File: config.mk
export PLATFORM = sky130hd
export DESIGN_NAME = xf_unit_test_core
export DESIGN_NICKNAME = d
export VERILOG_FILES = /design/src/rtl/xf_test_pkg.sv /design/src/rtl/xf_test_matrix_port.sv /design/src/rtl/xf_unit_test_core.sv
export SDC_FILE = /design/constraint.sdc
export NUM_CORES = 2
export LEC_CHECK = 0
export BUFFER_PORTS_ARGS = -buffer_cell sky130_fd_sc_hd__buf_4
export CAP_MARGIN = 0
export CORE_AREA = 3 3 407 409
export CTS_BUF_LIST = sky130_fd_sc_hd__clkbuf_2 sky130_fd_sc_hd__clkbuf_4 sky130_fd_sc_hd__clkbuf_8
export CTS_CLUSTER_SIZE = 40
export DETAILED_ROUTE_END_ITERATION = 12
export DIE_AREA = 0 0 410 412
export SLEW_MARGIN = 20
export SYNTH_ARGS = -nofsm -noshare
export SYNTH_HDL_FRONTEND = slang
export SYNTH_SLANG_ARGS = --single-unit
File: constraint.sdc
create_clock -name clk -period 95.9 [get_ports clk]
set_input_delay 19.18 -clock clk [delete_from_list [all_inputs] [get_ports clk]]
set_output_delay 19.18 -clock clk [all_outputs]
set_load 0.05 [all_outputs]
File: src/rtl/xf_test_pkg.sv
// Shared definitions for the transform-unit test harness: FSM states,
// CONTROL/STATUS bit positions and the register-map offset helpers.
package xf_test_pkg;

  typedef enum logic [1:0] {
    S_IDLE,
    S_ISSUE,
    S_WAIT
  } stateT;

  localparam int CTRL_START   = 0;
  localparam int CTRL_BLOCK   = 1;
  localparam int CTRL_CLEAR   = 2;

  localparam int STAT_BUSY    = 0;
  localparam int STAT_DONE    = 1;
  localparam int STAT_TIMEOUT = 2;
  localparam int STAT_LAT_LSB = 16;

  // Word indices of the registers that follow the input block.
  function automatic int ctrlIndex(input int numIn);
    return numIn;
  endfunction

  function automatic int statusIndex(input int numIn);
    return numIn + 1;
  endfunction

  function automatic int outBaseIndex(input int numIn);
    return numIn + 2;
  endfunction

  function automatic int runCountIndex(input int numIn, input int numOut);
    return numIn + 2 + numOut;
  endfunction

endpackage

File: src/rtl/xf_test_matrix_port.sv
// Registered matrix fetch port: serves one row of input-register words per
// request with a fixed one-cycle latency, word 0 in the MSBs.
module xf_test_matrix_port #(
  parameter int MAT_ROWS      = 3,
  parameter int MAT_ROW_WORDS = 3
) (
  input  logic                              clk,
  input  logic                              reset,
  input  logic [5:0]                        matAddr,
  input  logic                              matEnable,
  input  logic [MAT_ROWS*MAT_ROW_WORDS*32-1:0] regWords,
  output logic [MAT_ROW_WORDS*32-1:0]       matData,
  output logic                              matValid
);

  logic [MAT_ROW_WORDS*32-1:0] rowData;

  // Rows beyond MAT_ROWS never match and therefore read as zero.
  always_comb begin
    rowData = '0;
    for (int r = 0; r < MAT_ROWS; r++) begin
      for (int k = 0; k < MAT_ROW_WORDS; k++) begin
        if (32'(matAddr) == r) begin
          rowData[(MAT_ROW_WORDS-1-k)*32 +: 32] = regWords[(r*MAT_ROW_WORDS+k)*32 +: 32];
        end
      end
    end
  end

  always_ff @(posedge clk or posedge reset) begin
    if (reset) begin
      matValid <= 1'b0;
      matData  <= '0;
    end else begin
      matValid <= matEnable;
      if (matEnable) begin
        matData <= rowData;
      end
    end
  end

endmodule

File: src/rtl/xf_unit_test_core.sv
// Avalon-MM test harness for a transform sub-unit using the cycle/ready/
// dataValid handshake: input registers, latched results, status and watchdog.
module xf_unit_test_core
  import xf_test_pkg::*;
#(
  parameter int NUM_IN        = 18,
  parameter int NUM_OUT       = 9,
  parameter int MAT_ROWS      = 3,
  parameter int MAT_ROW_WORDS = 3,
  parameter int ADDR_W        = 8,
  parameter int TIMEOUT       = 1024
) (
  input  logic                         clk,
  input  logic                         reset,
  input  logic [ADDR_W-1:0]            address,
  input  logic                         read,
  input  logic                         write,
  input  logic [31:0]                  writeData,
  output logic [31:0]                  readData,
  output logic                         waitrequest,
  output logic                         dutCycle,
  input  logic                         dutReady,
  input  logic                         dutDataValid,
  output logic [NUM_IN*32-1:0]         dutIn,
  input  logic [NUM_OUT*32-1:0]        dutOut,
  input  logic [5:0]                   matAddr,
  input  logic                         matEnable,
  output logic [MAT_ROW_WORDS*32-1:0]  matData,
  output logic                         matValid
);

  localparam int CTRL_IDX   = ctrlIndex(NUM_IN);
  localparam int STATUS_IDX = statusIndex(NUM_IN);
  localparam int OUT_BASE   = outBaseIndex(NUM_IN);
  localparam int RUN_IDX    = runCountIndex(NUM_IN, NUM_OUT);
  localparam int MAT_WORDS  = MAT_ROWS * MAT_ROW_WORDS;
  localparam int MAT_SRC    = (NUM_IN < MAT_WORDS) ? NUM_IN : MAT_WORDS;

  stateT       state, stateNext;
  logic [31:0] wordIdx;
  logic [31:0] inRegs  [NUM_IN];
  logic [31:0] outRegs [NUM_OUT];
  logic [31:0] runCount;
  logic [15:0] latency, waitCount, waitCountInc;
  logic        doneFlag, timeoutFlag, blockMode;
  logic        ctrlWrite, startReq, clearReq, inWrite;
  logic        issueFire, dataExit, timeoutExit, exitNow;
  logic [1:0]  unusedAddrBits;
  logic [MAT_WORDS*32-1:0] matWords;

  assign unusedAddrBits = address[1:0];
  assign wordIdx        = 32'(address[ADDR_W-1:2]);

  // CONTROL actions only take effect from IDLE; a held blocking write that
  // completes on WAIT exit must not restart the unit.
  assign ctrlWrite    = write && (wordIdx == CTRL_IDX);
  assign startReq     = ctrlWrite && writeData[CTRL_START] && (state == S_IDLE);
  assign clearReq     = ctrlWrite && writeData[CTRL_CLEAR] && (state == S_IDLE);
  assign waitCountInc = (waitCount == 16'hFFFF) ? waitCount : waitCount + 16'd1;
  assign issueFire    = (state == S_ISSUE) && dutReady;
  assign dataExit     = (state == S_WAIT) && dutDataValid;
  assign timeoutExit  = (state == S_WAIT) && !dutDataValid && (32'(waitCountInc) == TIMEOUT);
  assign exitNow      = dataExit || timeoutExit;
  assign dutCycle     = issueFire;
  assign inWrite      = write && !waitrequest && (wordIdx < NUM_IN);

  always_comb begin
    waitrequest = 1'b0;
    if (write) begin
      if (state == S_IDLE) begin
        waitrequest = startReq && writeData[CTRL_BLOCK];
      end else if ((wordIdx < NUM_IN) || (wordIdx == CTRL_IDX)) begin
        waitrequest = !(blockMode && exitNow);
      end
    end
  end

  always_comb begin
    stateNext = state;
    case (state)
      S_IDLE:  if (startReq) stateNext = S_ISSUE;
      S_ISSUE: if (dutReady) stateNext = S_WAIT;
      S_WAIT:  if (exitNow)  stateNext = S_IDLE;
      default: stateNext = S_IDLE;
    endcase
  end

  always_ff @(posedge clk or posedge reset) begin
    if (reset) begin
      state <= S_IDLE;
    end else begin
      state <= stateNext;
    end
  end

  // waitCountInc counts the current WAIT cycle, so a next-cycle answer reports 1.
  always_ff @(posedge clk or posedge reset) begin
    if (reset) begin
      for (int i = 0; i < NUM_IN; i++) inRegs[i] <= '0;
      for (int j = 0; j < NUM_OUT; j++) outRegs[j] <= '0;
      runCount    <= '0;
      latency     <= '0;
      waitCount   <= '0;
      doneFlag    <= 1'b0;
      timeoutFlag <= 1'b0;
      blockMode   <= 1'b0;
    end else begin
      for (int i = 0; i < NUM_IN; i++) begin
        if (inWrite && (wordIdx == i)) inRegs[i] <= writeData;
      end
      if (clearReq || startReq) begin
        doneFlag    <= 1'b0;
        timeoutFlag <= 1'b0;
      end
      if (startReq) begin
        blockMode <= writeData[CTRL_BLOCK];
      end
      if (issueFire) begin
        waitCount <= '0;
      end else if ((state == S_WAIT) && !exitNow) begin
        waitCount <= waitCountInc;
      end
      if (dataExit) begin
        for (int j = 0; j < NUM_OUT; j++) outRegs[j] <= dutOut[32*j +: 32];
        latency  <= waitCountInc;
        runCount <= runCount + 32'd1;
        doneFlag <= 1'b1;
      end
      if (timeoutExit) begin
        timeoutFlag <= 1'b1;
      end
    end
  end

  always_comb begin
    readData = '0;
    if (read) begin
      for (int i = 0; i < NUM_IN; i++) begin
        if (wordIdx == i) readData = inRegs[i];
      end
      if (wordIdx == STATUS_IDX) begin
        readData[STAT_BUSY]               = (state != S_IDLE);
        readData[STAT_DONE]               = doneFlag;
        readData[STAT_TIMEOUT]            = timeoutFlag;
        readData[STAT_LAT_LSB +: 16]      = latency;
      end
      for (int j = 0; j < NUM_OUT; j++) begin
        if (wordIdx == OUT_BASE + j) readData = outRegs[j];
      end
      if (wordIdx == RUN_IDX) readData = runCount;
    end
  end

  for (genvar g = 0; g < NUM_IN; g++) begin : gDutIn
    assign dutIn[32*g +: 32] = inRegs[g];
  end

  always_comb begin
    matWords = '0;
    matWords[MAT_SRC*32-1:0] = dutIn[MAT_SRC*32-1:0];
  end

  xf_test_matrix_port #(
    .MAT_ROWS      (MAT_ROWS),
    .MAT_ROW_WORDS (MAT_ROW_WORDS)
  ) uMatrixPort (
    .clk       (clk),
    .reset     (reset),
    .matAddr   (matAddr),
    .matEnable (matEnable),
    .regWords  (matWords),
    .matData   (matData),
    .matValid  (matValid)
  );

endmodule

Yosys cells after proc, flatten, opt, wreduce, memory -nomap -nowiden
Cells that the tools add are included.
{"block": "classes", "n_addsub": 2, "order_cmp": 1, "n_eq_ne": 38, "mux": 53, "reduce_logical": 47}
{"operator": "$mux W32", "count": 38}
{"operator": "$eq A6 B5 Y1 const B", "count": 14}
{"operator": "$mux W16", "count": 4}
{"operator": "$eq A6 B4 Y1 const B", "count": 8}
{"operator": "$add A32 B1 Y32 const B", "count": 1}
{"operator": "$logic_and A1 B1 Y1", "count": 32}
{"operator": "$logic_not A32 Y1", "count": 1}
{"operator": "$eq A6 B3 Y1 const B", "count": 4}
{"operator": "$eq A6 B2 Y1 const B", "count": 3}
{"operator": "$add A16 B1 Y16 const B", "count": 1}
{"operator": "$eq A16 B11 Y1 const B", "count": 1}
{"operator": "$eq A16 B16 Y1 const B", "count": 1}
{"operator": "$eq A6 B1 Y1 const B", "count": 2}
{"operator": "$reduce_bool A2 Y1", "count": 4}
{"operator": "$logic_not A6 Y1", "count": 1}
{"operator": "$lt A6 B5 Y1 const B", "count": 1}
{"operator": "$mux W1", "count": 6}
{"operator": "$mux W2", "count": 3}
{"operator": "$ne A2 B2 Y1 const B", "count": 3}
{"operator": "$pmux W2 S3", "count": 1}
{"operator": "$logic_not A1 Y1", "count": 4}
{"operator": "$logic_or A1 B1 Y1", "count": 3}
{"operator": "$mux W3", "count": 1}
{"operator": "$reduce_and A3 Y1", "count": 1}
{"operator": "other kinds (3)", "count": 3}
{"block": "totals", "ff_bits": 1030, "input_bits": 341, "word_cells": 177}

Logic depth before layout (Yosys ltp)
{"block": "logic_depth", "depth_word": 31, "ltp_mapped": 11, "mapped_depth_nobuf": 9}

Cells and area by module
Synthesis repeated with hierarchy kept, for this count alone.
{"block": "unflattened", "cells_unflattened": 4740, "area_unflattened_um2": 49610.1}
{"module": "xf_unit_test_core", "instances": 1, "cells_each": 3975, "area_per_inst_um2": 43182.7}
{"module": "xf_test_matrix_port", "instances": 1, "cells_each": 765, "area_per_inst_um2": 6427.4}

Worst setup path before layout
No wires, ideal clock.
{"block": "synth_path", "path_type": "input-to-output", "startpoint": "in address[5]", "endpoint": "out readData[14]", "arrival_time_ps": 22343, "t_required_ps": 76720, "setup_slack_ps": 54377, "path_stages": 9, "n_path_buf": 2, "cell_sequence": "clkbuf_1 > or4b_2 > clkbuf_1 > nor2_2 > a221o_1 > nor4_1 > o311a_1 > o311a_1 > a211oi_1"}
{"block": "synth_between", "elab_chain_cells": 30}
{"item": "start, declared", "line_no": "xf_unit_test_core.sv:15", "rtl": "input logic [ADDR_W-1:0] address,"}
{"item": "$logic_not A32 Y1", "line_no": "xf_unit_test_core.sv:139", "rtl": "if (wordIdx == i) readData = inRegs[i];"}
{"item": "$mux W32 (18 in a row)", "line_no": "xf_unit_test_core.sv:139"}
{"item": "$mux W32 (9 in a row)", "line_no": "xf_unit_test_core.sv:148", "rtl": "if (wordIdx == OUT_BASE + j) readData = outRegs[j];"}
{"item": "$mux W32 *", "line_no": "xf_unit_test_core.sv:150", "rtl": "if (wordIdx == RUN_IDX) readData = runCount;"}
{"item": "$mux W32 *", "line_no": "xf_unit_test_core.sv:137", "rtl": "if (read) begin"}
{"item": "end, declared", "line_no": "xf_unit_test_core.sv:19", "rtl": "output logic [31:0] readData,"}
Mark *: on every way between the ends. The rest lies on a longest branch, timed or not.

Worst setup path in the final report
{"block": "layout_path", "startpoint": "in address[2]", "endpoint": "out readData[8]"}
Same word-level chain as after synthesis.

==> tab_implementation.tex <==
\begin{tabular}{lr}
\hline
Metric & Value \\
\hline
\multicolumn{2}{l}{\textbf{Status}} \\
\quad Result of the run & finished, final reports clean \\
\multicolumn{2}{l}{\textbf{Timing}} \\
\quad Share of the cycle needed by the critical path after routing & 45.5\% \\
\quad Minimum clock period after layout & 43.59 ns \\
\quad Worst-case clock skew & 0.0654 ns \\
\quad Highest achievable clock rate & 0.0229 GHz \\
\quad Setup TNS & 0 ns \\
\quad Pin slew with the least headroom to its limit & 1.20 ns \\
\quad Max transition margin & 20.0\% \\
\quad Hold violation total from the final report & 0 \\
\quad Final setup violation count & 0 \\
\quad RSZ-0062 raised after global routing & no \\
\quad Final-report max-slew violation count & 0 \\
\multicolumn{2}{l}{\textbf{Die}} \\
\quad I/O pin count & 1,048 \\
\quad Initial standard-cell utilization of the core & 30.0\% \\
\quad Height of the die & 412 µm \\
\quad Area of the die & 169,000 µm² \\
\quad Placeable core region & 162,000 µm² \\
\quad Cell row count & 148 \\
\quad Die X & 410 µm \\
\multicolumn{2}{l}{\textbf{Placement}} \\
\quad Final HPWL from detailed placement & 210 mm \\
\quad Routability congestion estimate from global placement & 0.939 \\
\quad Number of buffers added on ports & 1,045 \\
\quad Placed insts & 7,720 \\
\quad Placed cell areas & 59,100 µm² \\
\multicolumn{2}{l}{\textbf{Clocking}} \\
\quad CTS-repair resized insts & 0 \\
\quad H-tree lvl count & 4 \\
\quad Clock slew at the register clock pins of the worst setup and hold paths & 0.06 ns \\
\quad Clk Tree Root Cell & sky130\_fd\_sc\_hd\_\_clkbuf\_8 \\
\quad Setup Buffers After CTS & 0 \\
\quad Inserted Clock Buffers & 185 \\
\quad Clock tree from TritonCTS & yes \\
\quad Maximum buffer depth of the clock tree & 3 \\
\quad Clock latency on the worst-skew pair & 0.98 ns \\
\quad Hold-fix buffers at CTS & 0 \\
\quad Number of clock sinks & 1,030 \\
\multicolumn{2}{l}{\textbf{Final layout}} \\
\quad Number of nets in the finished design & 6,076 \\
\quad Post-layout util & 39.1\% \\
\quad Final instance count without filler cells & 8,078 \\
\quad Area Overhead vs Synth & 30.3\% \\
\quad Share of post-route cells with drive strength above 1 & 35.4\% \\
\quad Design area & 63,400 µm² \\
\multicolumn{2}{l}{\textbf{Synth}} \\
\quad Main flop type after synthesis & sky130\_fd\_sc\_hd\_\_dfrtp\_1 \\
\quad Post-synth net total & 5,099 \\
\quad Post-synthesis mux area share & 16.0\% \\
\quad Unique cell type count in the Yosys netlist & 85 \\
\quad Number of enable-type register cells in the synthesized netlist & 0 \\
\quad Compound-gate portion of the synthesized area & 11.6\% \\
\quad Count of synthesis-stage warnings from yosys & 0 \\
\quad Xor/xnor cell area share of the yosys netlist & 0.702\% \\
\quad Main combinational cell family by area after synthesis & multiplexers \\
\quad Most frequently used cell type in the post-synthesis netlist & sky130\_fd\_sc\_hd\_\_nand2\_1 \\
\quad Number of flip-flops and latches in the synthesized netlist & 1,030 \\
\quad Commonest cells post-synth & 1,330 x sky130\_fd\_sc\_hd\_\_nand2\_1, 1,030 x sky130\_fd\_sc\_hd\_\_dfrtp\_1, 478 x sky130\_fd\_sc\_hd\_\_mux2\_2 \\
\quad Synthesized area per cell & 10.2 µm² \\
\quad Fraction of the yosys area taken by sequential cells & 53.0\% \\
\quad Share of flip-flops with an asynchronous set or reset after synthesis & 100\% \\
\quad Cell count after synthesis & 4,756 \\
\quad Post-synthesis cell area & 48,700 µm² \\
\quad Fraction of post-synthesis cell area in the top cell type by area & 53.0\% \\
\quad Adder and majority gate portion of the synthesized area & 0.0514\% \\
\quad Most area-hungry cell type in the Yosys netlist & sky130\_fd\_sc\_hd\_\_dfrtp\_1 \\
\quad Synth area leaders & sky130\_fd\_sc\_hd\_\_dfrtp\_1 53\%, sky130\_fd\_sc\_hd\_\_mux2\_2 11\%, sky130\_fd\_sc\_hd\_\_nand2\_1 10\%, sky130\_fd\_sc\_hd\_\_mux2\_1 2.7\%, sky130\_fd\_sc\_hd\_\_clkbuf\_1 2.1\% \\
\quad Basic-gate share of the synthesized area counting and, or, nand and nor cells & 15.3\% \\
\multicolumn{2}{l}{\textbf{GRT}} \\
\quad Congestion Overflow GR & 0 \\
\quad Total Routing Usage GR & 32.9\% \\
\quad Global-route wire length before repair & 384 mm \\
\quad Pin count of the biggest net entering global routing & 192 \\
\quad Via count of the first global-routing pass & 44,500 \\
\quad Antenna violations before repair & 35 \\
\multicolumn{2}{l}{\textbf{Pwr}} \\
\quad Power per standard cell area & 21.7 nW/µm² \\
\quad Leak pwr & 30.6 nW \\
\quad Maximum VDD drop & 0.0137 mV \\
\quad Overall Power & 1.38 mW \\
\multicolumn{2}{l}{\textbf{Detailed routing}} \\
\quad DRC Markers & 0 \\
\quad Violation count after the first detailed-route iteration & 5,815 \\
\quad Via-per-instance ratio & 5.71 \\
\quad Detail-routed net length per standard cell & 35.7 µm \\
\quad Final wirelength & 288 mm \\
\quad DRT antenna net count & 0 \\
\quad Via count & 46,100 \\
\quad Initial DRT Pass Iterations & 9 \\
\multicolumn{2}{l}{\textbf{Hold path}} \\
\quad Sink of the worst hold path & runCount[31] \\
\quad Min-delay src & runCount[31] \\
\quad Type of the tightest min-delay check & reg -> reg \\
\quad Cell depth of the worst hold path & 1 \\
\multicolumn{2}{l}{\textbf{Setup path}} \\
\quad Cell Chain, Critical Path & clkbuf\_8 -> buf\_4 -> buf\_4 -> nand2b\_2 -> buf\_4 -> nor2\_4 -> a22oi\_1 -> a31oi\_1 -> a211o\_1 -> o2111ai\_1 -> a21boi\_0 -> buf\_4 \\
\quad Origin of the critical flop-to-flop path & waitCount[0] \\
\quad Type of element capturing the critical path & output port \\
\quad Maximum fanout along the worst path & 62 \\
\quad Most frequent CP cell & sky130\_fd\_sc\_hd\_\_buf\_4 \\
\quad R2R Path End & dutIn[307] \\
\quad Worst Reg2Reg Path Length in Cells & 9 \\
\quad Largest incremental delay on the critical path & 0.98 ns \\
\quad Element type at the critical path start & primary input \\
\quad Critical-path cell with the highest stage delay & sky130\_fd\_sc\_hd\_\_nor2\_4 \\
\quad Data arrival time at the worst-slack endpoint & 24.41 ns \\
\quad Internal reg-to-reg setup slack & 90.39 ns \\
\quad Classification of the worst setup path & in -> out \\
\quad Data required time at the worst endpoint & 76.72 ns \\
\multicolumn{2}{l}{\textbf{Run}} \\
\quad Count of maximum capacitance violations & 0 \\
\hline
\end{tabular}
worst max-delay path by stage:
stage	slack, ns	start	cells after the start	to
2_1_floorplan	47.73	reset	1	blockMode
3_3_place_gp	52.38	address[2]	12	readData[6]
3_5_place_dp	52.41	address[2]	12	readData[6]
4_1_cts	52.39	address[2]	12	readData[6]
5_1_grt	52.22	address[2]	12	readData[8]
6_report	52.31	address[2]	12	readData[8]
stage by stage:
stage / hold WS [ns] / setup WS (ns)
floorplan: 0.438 / 47.73
global placement: 0.455 / 52.38
detailed placement: 0.458 / 52.41
CTS: 0.471 / 52.39
global route: 0.476 / 52.22
finish: 0.472 / 52.31
final cells by class:
class                           instances  area, µm²
Antenna cell                           19       47.5
Sequential cell                      1030      25800
Multi-Input combinational cell       3334      21800
Timing Repair Buffer                 1162       8790
Fill cell                           16200      99000
Clock buffer                          302       3810
Clock inverter                         36        417
Inverter                               20       85.1
Tap cell                             2175       2720
metal layers:
metal	share of wire (%)	global-route usage, %	routed length (µm)	up-vias
li1	-	-	-	18800
met1	38	41.0	111000	23800
met2	46	51.7	131000	2969
met3	11	10.9	31800	555
met4	5.0	14.8	14500	6
met5	0.0087	0	25	-
power breakdown:
group | total [mW] | internal [mW] | switching (mW)
registers | 0.564 | 0.495 | 0.0695
clock network | 0.475 | 0.264 | 0.211
logic | 0.336 | 0.101 | 0.235
flip-flops by register name, indices dropped and copies added, names as in the netlist:
register	cells
doneFlag	1
blockMode	1
dutIn	576
waitCount	16
latency	16
uMatrixPort.matValid	1
state	2
outRegs	288
timeoutFlag	1
uMatrixPort.matData	96
runCount	32
layout by cell type, fill, tap and decap left out, types with 11 or more instances in the layout:
cell	Yosys	final
sky130_fd_sc_hd__a2111oi_0	15	11
sky130_fd_sc_hd__a211oi_1	27	27
sky130_fd_sc_hd__a21oi_1	124	115
sky130_fd_sc_hd__a221o_1	20	20
sky130_fd_sc_hd__a221oi_1	50	49
sky130_fd_sc_hd__a222oi_1	30	30
sky130_fd_sc_hd__a22o_1	14	14
sky130_fd_sc_hd__a22oi_1	74	74
sky130_fd_sc_hd__a31oi_1	19	19
sky130_fd_sc_hd__a41oi_1	97	97
sky130_fd_sc_hd__and3_1	41	41
sky130_fd_sc_hd__buf_4	18	1155
sky130_fd_sc_hd__clkbuf_4	0	57
sky130_fd_sc_hd__clkbuf_8	0	247
sky130_fd_sc_hd__clkinv_2	0	14
sky130_fd_sc_hd__dfrtp_1	1030	1030
sky130_fd_sc_hd__diode_2	0	19
sky130_fd_sc_hd__inv_1	18	17
sky130_fd_sc_hd__mux2_1	115	115
sky130_fd_sc_hd__mux2_2	478	478
sky130_fd_sc_hd__mux2i_1	65	65
sky130_fd_sc_hd__mux4_2	21	21
sky130_fd_sc_hd__nand2_1	1330	1327
sky130_fd_sc_hd__nand2b_1	13	11
sky130_fd_sc_hd__nand3_1	61	61
sky130_fd_sc_hd__nand4_1	27	27
sky130_fd_sc_hd__nor2_1	255	233
sky130_fd_sc_hd__nor2_4	0	20
sky130_fd_sc_hd__nor3_1	32	31
sky130_fd_sc_hd__o211ai_1	11	11
sky130_fd_sc_hd__o21ai_0	159	154
sky130_fd_sc_hd__o221ai_1	26	26
sky130_fd_sc_hd__o22ai_1	38	38
sky130_fd_sc_hd__xnor2_1	27	27
sky130_fd_sc_hd__xor2_1	12	12
critical path: cells and delay by family:
| kind | cells | cell delay [ns] |
|---|---|---|
| AND/OR/NAND/NOR | 2 | 1.06 |
| buffers and inverters | 5 | 2.08 |
| AO/OA/AOI/OAI | 5 | 1.89 |
cell families (layout without fill, tap and decap cells):
kind of cell | after synthesis | count (layout)
buffers and inverters | 392 | 1520
muxes | 679 | 679
and+or+nand+nor | 1826 | 1826
AOI/OAI and AO/OA | 788 | 788
adders and majority gates | 2 | 2
other | 0 | 19
xor gates and xnor gates | 39 | 39
DFF | 1030 | 1030
Power figures use the tool's default switching activity.
